**config.mk**
```make
export PLATFORM = sky130hd
export DESIGN_NAME = filter_sched
export DESIGN_NICKNAME = d
export VERILOG_FILES = /design/src/rtl/filter_sched.sv
export SDC_FILE = /design/constraint.sdc
export NUM_CORES = 1
export LEC_CHECK = 0
export BUFFER_PORTS_ARGS = -buffer_cell sky130_fd_sc_hd__buf_2
export CAP_MARGIN = 5
export CORE_MARGIN = 2
export CORE_UTILIZATION = 60
export CTS_BUF_LIST = sky130_fd_sc_hd__clkbuf_4
export CTS_CLUSTER_SIZE = 24
export DETAILED_ROUTE_END_ITERATION = 16
export GPL_ROUTABILITY_DRIVEN = 0
export PLACE_DENSITY = 0.88
export SYNTH_ARGS = -nofsm -noshare
export SYNTH_HDL_FRONTEND = slang
export SYNTH_SLANG_ARGS = --single-unit
```
**constraint.sdc**
```tcl
create_clock -name clk -period 5.6 [get_ports clk]
set_input_delay 0.84 -clock clk [delete_from_list [all_inputs] [get_ports clk]]
set_output_delay 0.84 -clock clk [all_outputs]
set_load 0.02 [all_outputs]
```
**src/rtl/filter_sched.sv**
```systemverilog
// filter_sched: round-robin scheduler sharing one IIR filter engine across NCH channels.
// Defining FILTER_SCHED_TIMEOUT_EN bounds WAIT to TIMEOUT cycles and adds a sticky timeout_err.
module filter_sched #(
    parameter int NCH     = 2,
    parameter int W       = 32,
    parameter int AW      = 15,
    parameter int DW      = 23,
    parameter int TIMEOUT = 64
) (
    input  logic             clk,
    input  logic             rst,
    input  logic             filter_rst,
    input  logic [NCH-1:0]   req,
    input  logic             cfg_we,
    input  logic [1:0]       cfg_ch,
    input  logic [1:0]       cfg_sel,
    input  logic [W-1:0]     cfg_data,
    output logic [AW-1:0]    rom_addr,
    input  logic [DW-1:0]    rom_data,
    output logic             eng_start,
    output logic [W-1:0]     eng_x,
    output logic [W-1:0]     eng_xprev,
    output logic [W-1:0]     eng_yprev,
    output logic [W-1:0]     eng_c0,
    output logic [W-1:0]     eng_c1,
    output logic [W-1:0]     eng_c2,
    input  logic             eng_done,
    input  logic [W-1:0]     eng_y,
    output logic [NCH*W-1:0] y,
    output logic [NCH-1:0]   y_valid,
    output logic [NCH-1:0]   overrun,
`ifdef FILTER_SCHED_TIMEOUT_EN
    output logic             timeout_err,
`endif
    output logic             busy
);
    localparam int CW = NCH > 1 ? $clog2(NCH) : 1;

    typedef enum logic [2:0] {IDLE, FETCH, ISSUE, WAIT, WB} state_t;

    state_t                 state;
    logic [CW-1:0]          g, rr, gnt;
    logic [NCH-1:0]         pending, clr;
    logic [NCH-1:0][W-1:0]  c0, c1, c2, xp, yp, y_r;
    logic [NCH-1:0][AW-1:0] addr;
    logic [W-1:0]           x_q;
`ifdef FILTER_SCHED_TIMEOUT_EN
    localparam int TW = TIMEOUT > 1 ? $clog2(TIMEOUT) : 1;
    logic [TW-1:0]          cnt;
`endif

    if (NCH < 1 || NCH > 4 || TIMEOUT < 1) begin : g_bad_param
        $error("filter_sched: unsupported parameters");
    end

    assign y     = y_r;
    assign busy  = state != IDLE;
    // ROM data is only valid during ISSUE; afterwards the captured copy keeps eng_x stable
    assign eng_x = state == ISSUE ? W'(rom_data) : x_q;
    assign clr   = state == IDLE ? NCH'(1) << gnt : '0;

    // descending scan so the lowest offset from rr wins
    always_comb begin
        gnt = '0;
        for (int k = NCH - 1; k >= 0; k--)
            if (pending[CW'((int'(rr) + k) % NCH)]) gnt = CW'((int'(rr) + k) % NCH);
    end

    always_ff @(posedge clk) begin
        if (rst) begin
            c0 <= '0;
            c1 <= '0;
            c2 <= '0;
        end else if (cfg_we && int'(cfg_ch) < NCH) begin
            if (cfg_sel == 2'd0) c0[cfg_ch[CW-1:0]] <= cfg_data;
            if (cfg_sel == 2'd1) c1[cfg_ch[CW-1:0]] <= cfg_data;
            if (cfg_sel == 2'd2) c2[cfg_ch[CW-1:0]] <= cfg_data;
        end
    end

    always_ff @(posedge clk) begin
        if (rst) begin
            state     <= IDLE;
            g         <= '0;
            rr        <= '0;
            pending   <= '0;
            overrun   <= '0;
            rom_addr  <= '0;
            eng_start <= 1'b0;
            eng_xprev <= '0;
            eng_yprev <= '0;
            eng_c0    <= '0;
            eng_c1    <= '0;
            eng_c2    <= '0;
            x_q       <= '0;
            xp        <= '0;
            yp        <= '0;
            addr      <= '0;
            y_r       <= '0;
            y_valid   <= '0;
`ifdef FILTER_SCHED_TIMEOUT_EN
            cnt         <= '0;
            timeout_err <= 1'b0;
`endif
        end else begin
            overrun   <= overrun | (req & pending & ~clr);
            pending   <= filter_rst ? '0 : (pending & ~clr) | req;
            eng_start <= 1'b0;
            y_valid   <= '0;
            if (filter_rst) begin
                state <= IDLE;
                xp    <= '0;
                yp    <= '0;
                addr  <= '0;
            end else begin
                case (state)
                    IDLE: if (|pending) begin
                        g        <= gnt;
                        rr       <= CW'((int'(gnt) + 1) % NCH);
                        rom_addr <= addr[gnt];
                        state    <= FETCH;
                    end
                    FETCH: begin
                        eng_start <= 1'b1;
                        eng_xprev <= xp[g];
                        eng_yprev <= yp[g];
                        eng_c0    <= c0[g];
                        eng_c1    <= c1[g];
                        eng_c2    <= c2[g];
                        state     <= ISSUE;
                    end
                    ISSUE: begin
                        x_q   <= W'(rom_data);
`ifdef FILTER_SCHED_TIMEOUT_EN
                        cnt   <= '0;
`endif
                        state <= WAIT;
                    end
                    WAIT: if (eng_done) begin
                        y_r[g]     <= eng_y;
                        yp[g]      <= eng_y;
                        xp[g]      <= x_q;
                        addr[g]    <= addr[g] + AW'(1);
                        y_valid[g] <= 1'b1;
                        state      <= WB;
                    end
`ifdef FILTER_SCHED_TIMEOUT_EN
                    else if (cnt == TW'(TIMEOUT - 1)) begin
                        timeout_err <= 1'b1;
                        pending     <= '0;
                        state       <= IDLE;
                    end else cnt <= cnt + TW'(1);
`endif
                    default: state <= IDLE;
                endcase
            end
        end
    end
endmodule
```
==> Word-level counts from Yosys, hierarchy flattened <==
Index checks and enable logic that the tools add are counted.
{ "word_totals": {"register_bits": 633, "rom_bits": 0, "wordCells": 114, "ram_bits": 0, "n_memories": 0, "out_inout_bits": 277, "input_bits": 98, "latch_bits": 0} }
{ "classes": {"n_eq_ne": 7, "n_shift": 1, "mux": 41, "n_div": 0, "n_reduce_logical": 17, "bitwise": 9, "addsub": 3, "n_mul": 0, "magnitude_cmp": 8} }
{ "ops": {"columns": ["operator", "count"], "rows": [
  ["$mux 32", 13],
  ["$bwmux 64", 6],
  ["$mux 15", 5],
  ["$demux 32 s1", 2],
  ["$bwmux 30", 1],
  ["$add 15x1->15 const B", 1],
  ["$demux 15 s1", 1],
  ["$pmux 3 s4", 1],
  ["$reduce_and 2->1", 6],
  ["$mux 1", 8],
  ["$and 2x2->2", 3],
  ["$eq 3x2->1 const B", 2],
  ["$lt 1x2->1 const B", 3],
  ["$lt 1x3->1 const B", 2],
  ["$mux 3", 2],
  ["$reduce_and 3->1", 2],
  ["$or 2x2->2", 2],
  ["$reduce_or 2->1", 2],
  ["$reduce_or 4->1", 1],
  ["$eq 3x1->1 const B", 1],
  ["$logic_and 1x1->1", 3],
  ["$logic_not 3->1", 1],
  ["$not 1->1", 3],
  ["$reduce_bool 3->1", 1],
  ["12 further kinds", 14]
]} }

==> Logic depth before layout (Yosys ltp) <==
Gate-level depths: netlist (run 1).
{ "depth": {"ltp_word": 11, "ltp_mapped": 10, "depth_no_buf": 6} }

==> Least setup slack after synthesis (run 1) <==
OpenSTA, ideal clock, no wires.
{ "synth_timing": {"path_kind": "reg-to-reg", "from": "register g", "to": "register addr[10] in the netlist's numbering", "n_path_buf": 4, "setup_ns": 0.070, "synth_period_minus_slack_ns": 2.611, "t_required_ns": 5.530, "t_arrival_ns": 2.540, "path_slack_ns": 2.989, "path_stages_with_launch": 11, "path_cell_list": "dfxtp_1 buf_2 buf_2 buf_2 buf_2 mux2_2 ha_1 nand4b_1 or4_4 or3_1 a21oi_1"} }
{ "synth_between": {"elab_chain_len": 5, "elab_cells_between_ends": 9, "classes_between": "add/sub (1); order compare (2); mux (5); reduce/logical (1)"} }
{ "synth_rtl": {"columns": ["item", "line_no", "source"], "rows": [
  ["from (decl)", "42", "logic [CW-1:0] g, rr, gnt;"],
  ["from (signal assigned)", "118", "g <= gnt;"],
  ["parallel branches: the longest is 4 deep, another holds $add 15x1->15", null, null],
  ["$bwmux 30 *", "143", "addr[g] <= addr[g] + AW'(1);"],
  ["to (signal, indexed assignment)", "143", null],
  ["to (decl)", "45", "logic [NCH-1:0][AW-1:0] addr;"]
]} }
Mark *: on every way between the ends. The select of a mux whose other input is x is not followed.
A chain may end at the register's enable or synchronous reset.

==> Final worst setup path (run 1) <==
{ "layout_timing": {"from": "register state[1]", "to": "output port eng_x[9]"} }
{ "layout_between": {"elab_chain_len": 2} }
{ "layout_rtl": {"columns": ["item", "line_no", "source"], "rows": [
  ["from (decl)", "41", "state_t state;"],
  ["from (signal assigned)", "83", "state <= IDLE;"],
  ["from (signal assigned)", "111", "state <= IDLE;"],
  ["from (signal assigned)", "121", "state <= FETCH;"],
  ["$eq 3x2->1", "59", "assign eng_x = state == ISSUE ? W'(rom_data) : x_q;"],
  ["$mux 32", null, null],
  ["to (decl)", "21", "output logic [W-1:0] eng_x,"]
]} }
Every way passes these cells.

==> insert_results.sql, run 1 <==
INSERT INTO impl_metrics (metric_group, metric, value, unit) VALUES
('clocking', 'cts_htree_levels', '4', ''),
('route', 'first_iter_violations', '1974', ''),
('layout', 'fin_area', '27900', 'um^2'),
('global_routing', 'grt_usage', '31.6', '%'),
('die', 'num_io_pins', '375', ''),
('layout', 'layout-area-overhead-vs-synth', '15.9', '%'),
('logic_synthesis', 'ys_seq_elements', '633', ''),
('setup_path', 'critPathLaunchType', 'flip-flop', ''),
('die', 'core-area', '39600', 'um^2'),
('die', 'die_w', '204', 'um'),
('die', 'placementRows', '73', ''),
('route', 'post_drt_wl_per_cell', '17.8', 'um'),
('logic_synthesis', 'avgSynthCellArea', '8.40', 'um^2'),
('logic_synthesis', 'post_synth_num_cell_types', '54', ''),
('timing', 'max_slew_headroom_at_the_worst_pin', '22.5', '%'),
('pwr', 'power.density', '315', 'nW/um^2'),
('global_routing', 'grt_antenna_before_repair', '4', ''),
('clocking', 'clock_sinks', '633', ''),
('global_routing', 'global_route.usage.met1', '36.1', '%'),
('setup_path', 'worst-endpoint-arrival', '2.68', 'ns'),
('min_path', 'hold_path.class', 'in -> reg', ''),
('timing', 'final.period_utilization', '62.8', '%'),
('placement', 'hpwl', '42100', 'um'),
('clocking', 'tritoncts', 'done', ''),
('layout', 'layout.filler_cells', '2913', ''),
('clocking', 'clkTransAtPathRegs', '0.07', 'ns'),
('global_routing', 'grt_remaining_overflow', '0', ''),
('route', 'antenna_left', '0', ''),
('logic_synthesis', 'ys_async_sr_fraction', '0', '%'),
('status', 'outcome', 'complete, no violations', ''),
('timing', 'unrepaired_setup_endpoints_after_global_routing', 'no', ''),
('route', 'via_count', '22100', ''),
('pwr', 'static_power_due_to_leakage', '9.93', 'nW'),
('setup_path', 'worstPathMaxFanout', '34', ''),
('route', 'totalWireLength', '67600', 'um'),
('logic_synthesis', 'proportion_of_synthesized_chip_area_in_sequential_cells', '52.7', '%'),
('die', 'die_area', '41700', 'um^2'),
('logic_synthesis', 'synth_enable_flop_cells', '0', ''),
('layout', 'post_route_cells_drive_above_1_share', '20.8', '%'),
('logic_synthesis', 'synthTopCellsByArea', 'dfxtp_1 53%, nand2_1 13%, a21oi_1 8.9%, mux2i_1 6.7%, a211oi_1 5.0%', ''),
('clocking', 'post_cts_resized', '0', ''),
('timing', 'timing.final.max_slew_violations', '0', ''),
('logic_synthesis', 'netlist_instances', '2862', ''),
('clocking', 'cts-hold-fix-buffers', '0', ''),
('logic_synthesis', 'synthMostInstantiatedCell', 'nand2_1', ''),
('route', 'routed_via_density', '5.79', ''),
('timing', 'fin_skew', '0.0566', 'ns'),
('setup_path', 'worst_setup_path_end_kind', 'output port', ''),
('global_routing', 'grt_pass1_vias', '21600', ''),
('pwr', 'vdd_ir_drop_max', '194', 'uV'),
('logic_synthesis', 'synthDominantCellAreaShare', '52.7', '%'),
('logic_synthesis', 'syn-num-nets', '2961', ''),
('global_routing', 'grt_first_pass_wirelength', '107000', 'um'),
('clocking', 'clockRootBuffer', 'clkbuf_4', ''),
('logic_synthesis', 'ys.flop_type', 'dfxtp_1', ''),
('global_routing', 'globalRouteMet2Util', '53.9', '%'),
('timing', 'max_freq', '284', 'MHz'),
('global_routing', 'maximum_number_of_pins_on_one_net_before_global_route_repair', '234', ''),
('route', 'count_of_tritonroute_iterations_in_the_first_routing_pass', '6', ''),
('timing', 'tightestPinTransition', '1.16', 'ns'),
('clocking', 'cts_max_path_buffers', '3', ''),
('timing', 'setup_tns', '0', 'ns'),
('setup_path', 'critical_path.cell_chain', 'nor3b_4 > buf_4 > mux2_2 > buf_2', ''),
('setup_path', 'crit_slowest_cell', 'dfxtp_1', ''),
('logic_synthesis', 'synth.yosys.warnings', '0', ''),
('global_routing', 'grt_util_met3', '8.69', '%'),
('die', 'die_height', '204', 'um'),
('timing', 'timing_hold_violations_final', '0', ''),
('logic_synthesis', 'cell_area_after_synthesis', '24000', 'um^2'),
('die', 'starting_density_of_the_core', '60.6', '%'),
('setup_path', 'crit_required', '4.76', 'ns');
[path summary, 6_finish.rpt]
path,start,end,slack (ns),depth (start not counted)
worst max register to register,state[1],x_q[30],2.60,5
worst min register to register,c1[61],c1[61],0.45,2
worst min-delay path,req[0],overrun[0],0.24,3
worst max-delay path,state[1],eng_x[9],2.08,4
[flip-flops by register name, indices dropped and copies added, names as in the netlist]
register	count
x_q	32
rr	1
c0	64
c2	64
y_valid	2
c1	64
eng_c0	32
overrun	2
eng_start	1
y	64
eng_c2	32
eng_yprev	32
addr	30
state	3
rom_addr	15
eng_c1	32
yp	64
eng_xprev	32
pending	2
xp	64
g	1
[cell usage in the layout (no fill, tap or decap), drive strengths merged, types with 12 or more instances in the layout]
cell type | synthesis | final
a211oi | 161 | 161
a21oi | 427 | 427
a311oi | 16 | 16
and2 | 12 | 12
buf | 59 | 402
clkbuf | 171 | 219
clkinv | 0 | 17
dfxtp | 633 | 633
inv | 12 | 15
mux2 | 26 | 26
mux2i | 162 | 162
nand2 | 843 | 843
nand3 | 21 | 21
nor2 | 207 | 207
nor3 | 12 | 12
o21ai | 12 | 12
[power by group]
group | switching (mW) | leakage, nW | internal (mW)
registers | 0.0416 | 5.11 | 4.56
logic | 0.294 | 3.69 | 0.119
clock network | 1.75 | 1.13 | 2.01
[through the flow]
step / hold WS, ns / std cells / setup slack, ns / util (%) / power, mW
floorplan: 0.436 / 2862 / 2.99 / - / 4.93
global route: 0.200 / 3806 / 1.97 / 70.3 / 9.10
global placement: 0.439 / 3559 / 2.48 / 65.5 / 5.09
detailed placement: 0.446 / 3559 / 2.41 / 65.5 / 5.11
CTS: 0.187 / 3804 / 2.05 / 70.3 / 8.82
finish: 0.245 / 3808 / 2.08 / 70.3 / 8.78
[cell type report]
class	count	area, um^2	area share, %
Sequential cell	633	12700	45.5
Clock buffer	219	1640	5.90
Inverter	12	45.0	0.162
Tap cell	525	657	2.36
Multi-Input combinational cell	1987	10400	37.4
Timing Repair Buffer	402	2150	7.73
Antenna cell	4	10.0	0.0359
Clock inverter	26	244	0.876
[routing by layer]
| metal | share of wire (%) | wire length [um] |
|---|---|---|
| met1 | 38 | 25500 |
| met2 | 49 | 33000 |
| met3 | 9.8 | 6630 |
| met4 | 3.6 | 2460 |
| met5 | 0.024 | 16 |
[logic make-up after synthesis]
kind of cell | Yosys count | share of synthesized area [%]
adder cells (fa/ha/maj) | 1 | 0.0521
flip-flops | 633 | 52.7
multiplexers | 188 | 7.97
XOR/XNOR | 8 | 0.292
buffers and inverters | 242 | 4.09
AO/OA/AOI/OAI | 641 | 15.7
AND/OR/NAND/NOR | 1149 | 19.2
[worst max-delay path, delay by kind of cell (launching register included)]
kind | cells | cell delay, ns
buf+inv | 2 | 0.57
mux | 1 | 0.42
simple gates | 1 | 0.27
flops | 1 | 0.57
No activity file was read; power rests on OpenSTA's default activity.
==> inputs of run 2 (changes only) <==
Settings changed: CORE_UTILIZATION 60 to 59, PLACE_DENSITY 0.88 to 0.87.
Clock period 5.6 ns to 3.6 ns, I/O delays scaled along.
==> insert_results.sql, run 2 (same netlist as run 1, synthesis figures left out) <==
INSERT INTO impl_metrics (metric_group, metric, value, unit) VALUES
('clocking', 'tritoncts.num_buffers', '157', ''),
('setup_path', 'critical_path.top_delay_family', 'buffers and inverters', ''),
('timing', 'final.period_utilization', '90.4', '%'),
('pwr', 'vdd_ir_drop_max', '302', 'uV'),
('pwr', 'internal_power', '10.5', 'mW'),
('min_path', 'worstHoldPathCells', '2', ''),
('pwr', 'power.net_switching', '3.37', 'mW'),
('setup_path', 'launch_point_of_the_worst_reg_to_reg_path', 'g', ''),
('pwr', 'power.density', '482', 'nW/um^2'),
('clocking', 'post_cts_resized', '0', ''),
('timing', 'max_freq', '307', 'MHz'),
('clocking', 'cts_htree_levels', '4', ''),
('placement', 'port_buffers', '374', ''),
('placement', 'hpwl', '41900', 'um'),
('layout', 'post_route_cells_drive_above_1_share', '20.6', '%'),
('pwr', 'static_power_due_to_leakage', '10.4', 'nW'),
('min_path', 'hold_path.class', 'in -> reg', ''),
('global_routing', 'grt_pass1_vias', '22400', ''),
('setup_path', 'r2r_slack', '0.95', 'ns'),
('route', 'first_iter_violations', '2557', ''),
('clocking', 'clockRootBuffer', 'clkbuf_4', ''),
('timing', 'fin_skew', '0.0563', 'ns'),
('setup_path', 'cp_slowest_stage_delay', '0.55', 'ns'),
('die', 'die_w', '206', 'um'),
('timing', 'tightestPinTransition', '1.20', 'ns'),
('layout', 'mostFrequentLayoutCells', '841 x nand2_1, 632 x dfxtp_1, 427 x a21oi_1', ''),
('die', 'starting_density_of_the_core', '60.1', '%'),
('clocking', 'cts_max_path_buffers', '3', ''),
('status', 'outcome', 'complete, no violations', ''),
('route', 'totalWireLength', '71800', 'um'),
('global_routing', 'grt_antenna_before_repair', '2', ''),
('timing', 'setup_tns', '0', 'ns'),
('clocking', 'tritoncts', 'done', ''),
('pwr', 'power_switching_share', '24.2', '%'),
('timing', 'setup_viol', '0', ''),
('setup_path', 'worstPathMaxFanout', '34', ''),
('min_path', 'hold_path_end', 'g', ''),
('setup_path', 'worst_r2r_path_depth', '5', ''),
('setup_path', 'worst_setup_path_end_kind', 'output port', ''),
('setup_path', 'reg_to_reg_endpoint', 'addr[13]', ''),
('timing', 'timing_hold_violations_final', '0', ''),
('setup_path', 'worst-setup-path-type', 'reg -> out', ''),
('clocking', 'clk-insertion-delay-late', '0.88', 'ns'),
('timing', 'unrepaired_setup_endpoints_after_global_routing', 'no', ''),
('die', 'placementRows', '73', ''),
('die', 'die_height', '206', 'um'),
('pwr', 'comb_power_share', '5.3', '%'),
('route', 'via_count', '22900', ''),
('pwr', 'pwr-share-seq', '51.4', '%'),
('clocking', 'clkTransAtPathRegs', '0.06', 'ns'),
('global_routing', 'grt_usage', '33.2', '%'),
('flow_run', 'cap_violations', '0', ''),
('die', 'num_io_pins', '375', ''),
('setup_path', 'crit_required', '3.06', 'ns'),
('route', 'routed_via_density', '5.86', ''),
('timing', 'max_slew_headroom_at_the_worst_pin', '19.7', '%'),
('setup_path', 'critPathLaunchType', 'flip-flop', ''),
('setup_path', 'critical_path.cell_chain', 'nor3b_4 > buf_4 > mux2_2 > buf_2', ''),
('route', 'post_drt_wl_per_cell', '18.3', 'um'),
('layout', 'finish.net_count', '3389', ''),
('clocking', 'clock_sinks', '633', ''),
('global_routing', 'grt_remaining_overflow', '0', ''),
('route', 'drcViolationCount', '0', ''),
('die', 'core-area', '40000', 'um^2'),
('timing', 'timing.final.max_slew_violations', '0', ''),
('route', 'antenna_left', '0', ''),
('pwr', 'power.share.clock', '43.3', '%'),
('die', 'die_area', '42400', 'um^2'),
('layout', 'layout.cells.most_common', 'nand2_1', ''),
('min_path', 'hold_path.startpoint', 'rst', ''),
('timing', 'finalHoldWorstSlack', '0.0597', 'ns'),
('route', 'count_of_tritonroute_iterations_in_the_first_routing_pass', '7', ''),
('layout', 'layout-area-overhead-vs-synth', '20.2', '%'),
('global_routing', 'grt_first_pass_wirelength', '112000', 'um'),
('layout', 'layout.filler_cells', '2660', ''),
('pwr', 'total_power', '13.9', 'mW'),
('global_routing', 'maximum_number_of_pins_on_one_net_before_global_route_repair', '274', ''),
('setup_path', 'worst-endpoint-arrival', '2.71', 'ns'),
('setup_path', 'worst-path-buf-inv', '2', ''),
('setup_path', 'crit_slowest_cell', 'dfxtp_1', ''),
('timing', 'finalWorstPathRequiredPeriod', '3.25', 'ns');
run 2: changes by cell type in the layout (fill, tap and decap cells not counted), sizes merged:
cell | previous run | this run
dlygate4sd3 | 0 | 91
buf | 402 | 408
clkbuf | 219 | 224
clkinv | 17 | 20
inv | 15 | 17
clkinvlp | 1 | 2
diode | 4 | 3
run 2: stage by stage:
step	setup slack (ns)	instance area, um^2	util (%)	std cells
2_1_floorplan	0.989	24000	-	2862
3_3_place_gp	1.07	26000	65.0	3565
3_5_place_dp	0.990	26000	65.0	3565
4_1_cts	0.340	28900	72.2	3912
5_1_grt	0.239	28900	72.2	3914
6_report	0.346	28900	72.2	3915
run 2: worst reg2reg max path, delay by kind of cell (launching register included):
family	cells	cell delay [ns]
compound gates	3	0.93
flops	1	0.64
buf+inv	1	0.57
simple gates	1	0.39
run 2: worst max path at each step:
stage / cells after the start / startpoint / to
finish: 4 / state[1] / eng_x[1]
global route: 4 / state[1] / eng_x[1]
global placement: 5 / g / addr[13]
CTS: 4 / state[1] / eng_x[1]
detailed placement: 5 / g / addr[28]
floorplan: 10 / g / addr[10]
run 2: repair_timing:
item	CTS	global route
endpoints found under the hold margin	342	0
hold buffers	91	0
buffers inserted	0	0
run 2: cell type report:
| class | count | area, um^2 | share of cell area, % |
|---|---|---|---|
| timing repair buffer | 499 | 3110 | 10.8 |
| inverter | 12 | 45.0 | 0.156 |
| multi-input combinational | 1987 | 10400 | 36.1 |
| sequential | 633 | 12700 | 43.9 |
| clock inverter | 32 | 280 | 0.970 |
| tap | 525 | 657 | 2.27 |
| antenna | 3 | 7.51 | 0.0260 |
| clock buffer | 224 | 1680 | 5.82 |
run 2: power by group through the flow:
stage	Clock, mW	Sequential (mW)	Combinational (mW)
after global routing	6.45	7.16	0.788
after CTS	6.03	7.16	0.715
after detailed placement	0	7.31	0.633
after global placement	0	7.31	0.615
after floorplan	0	7.37	0.297
final	6.02	7.16	0.737
run 2: layer usage:
layer | share of wire, % | track usage, %
met5 | 0 | 0
met4 | 4.8 | 19.2
met1 | 36 | 37.9
met3 | 11 | 9.80
met2 | 48 | 55.2
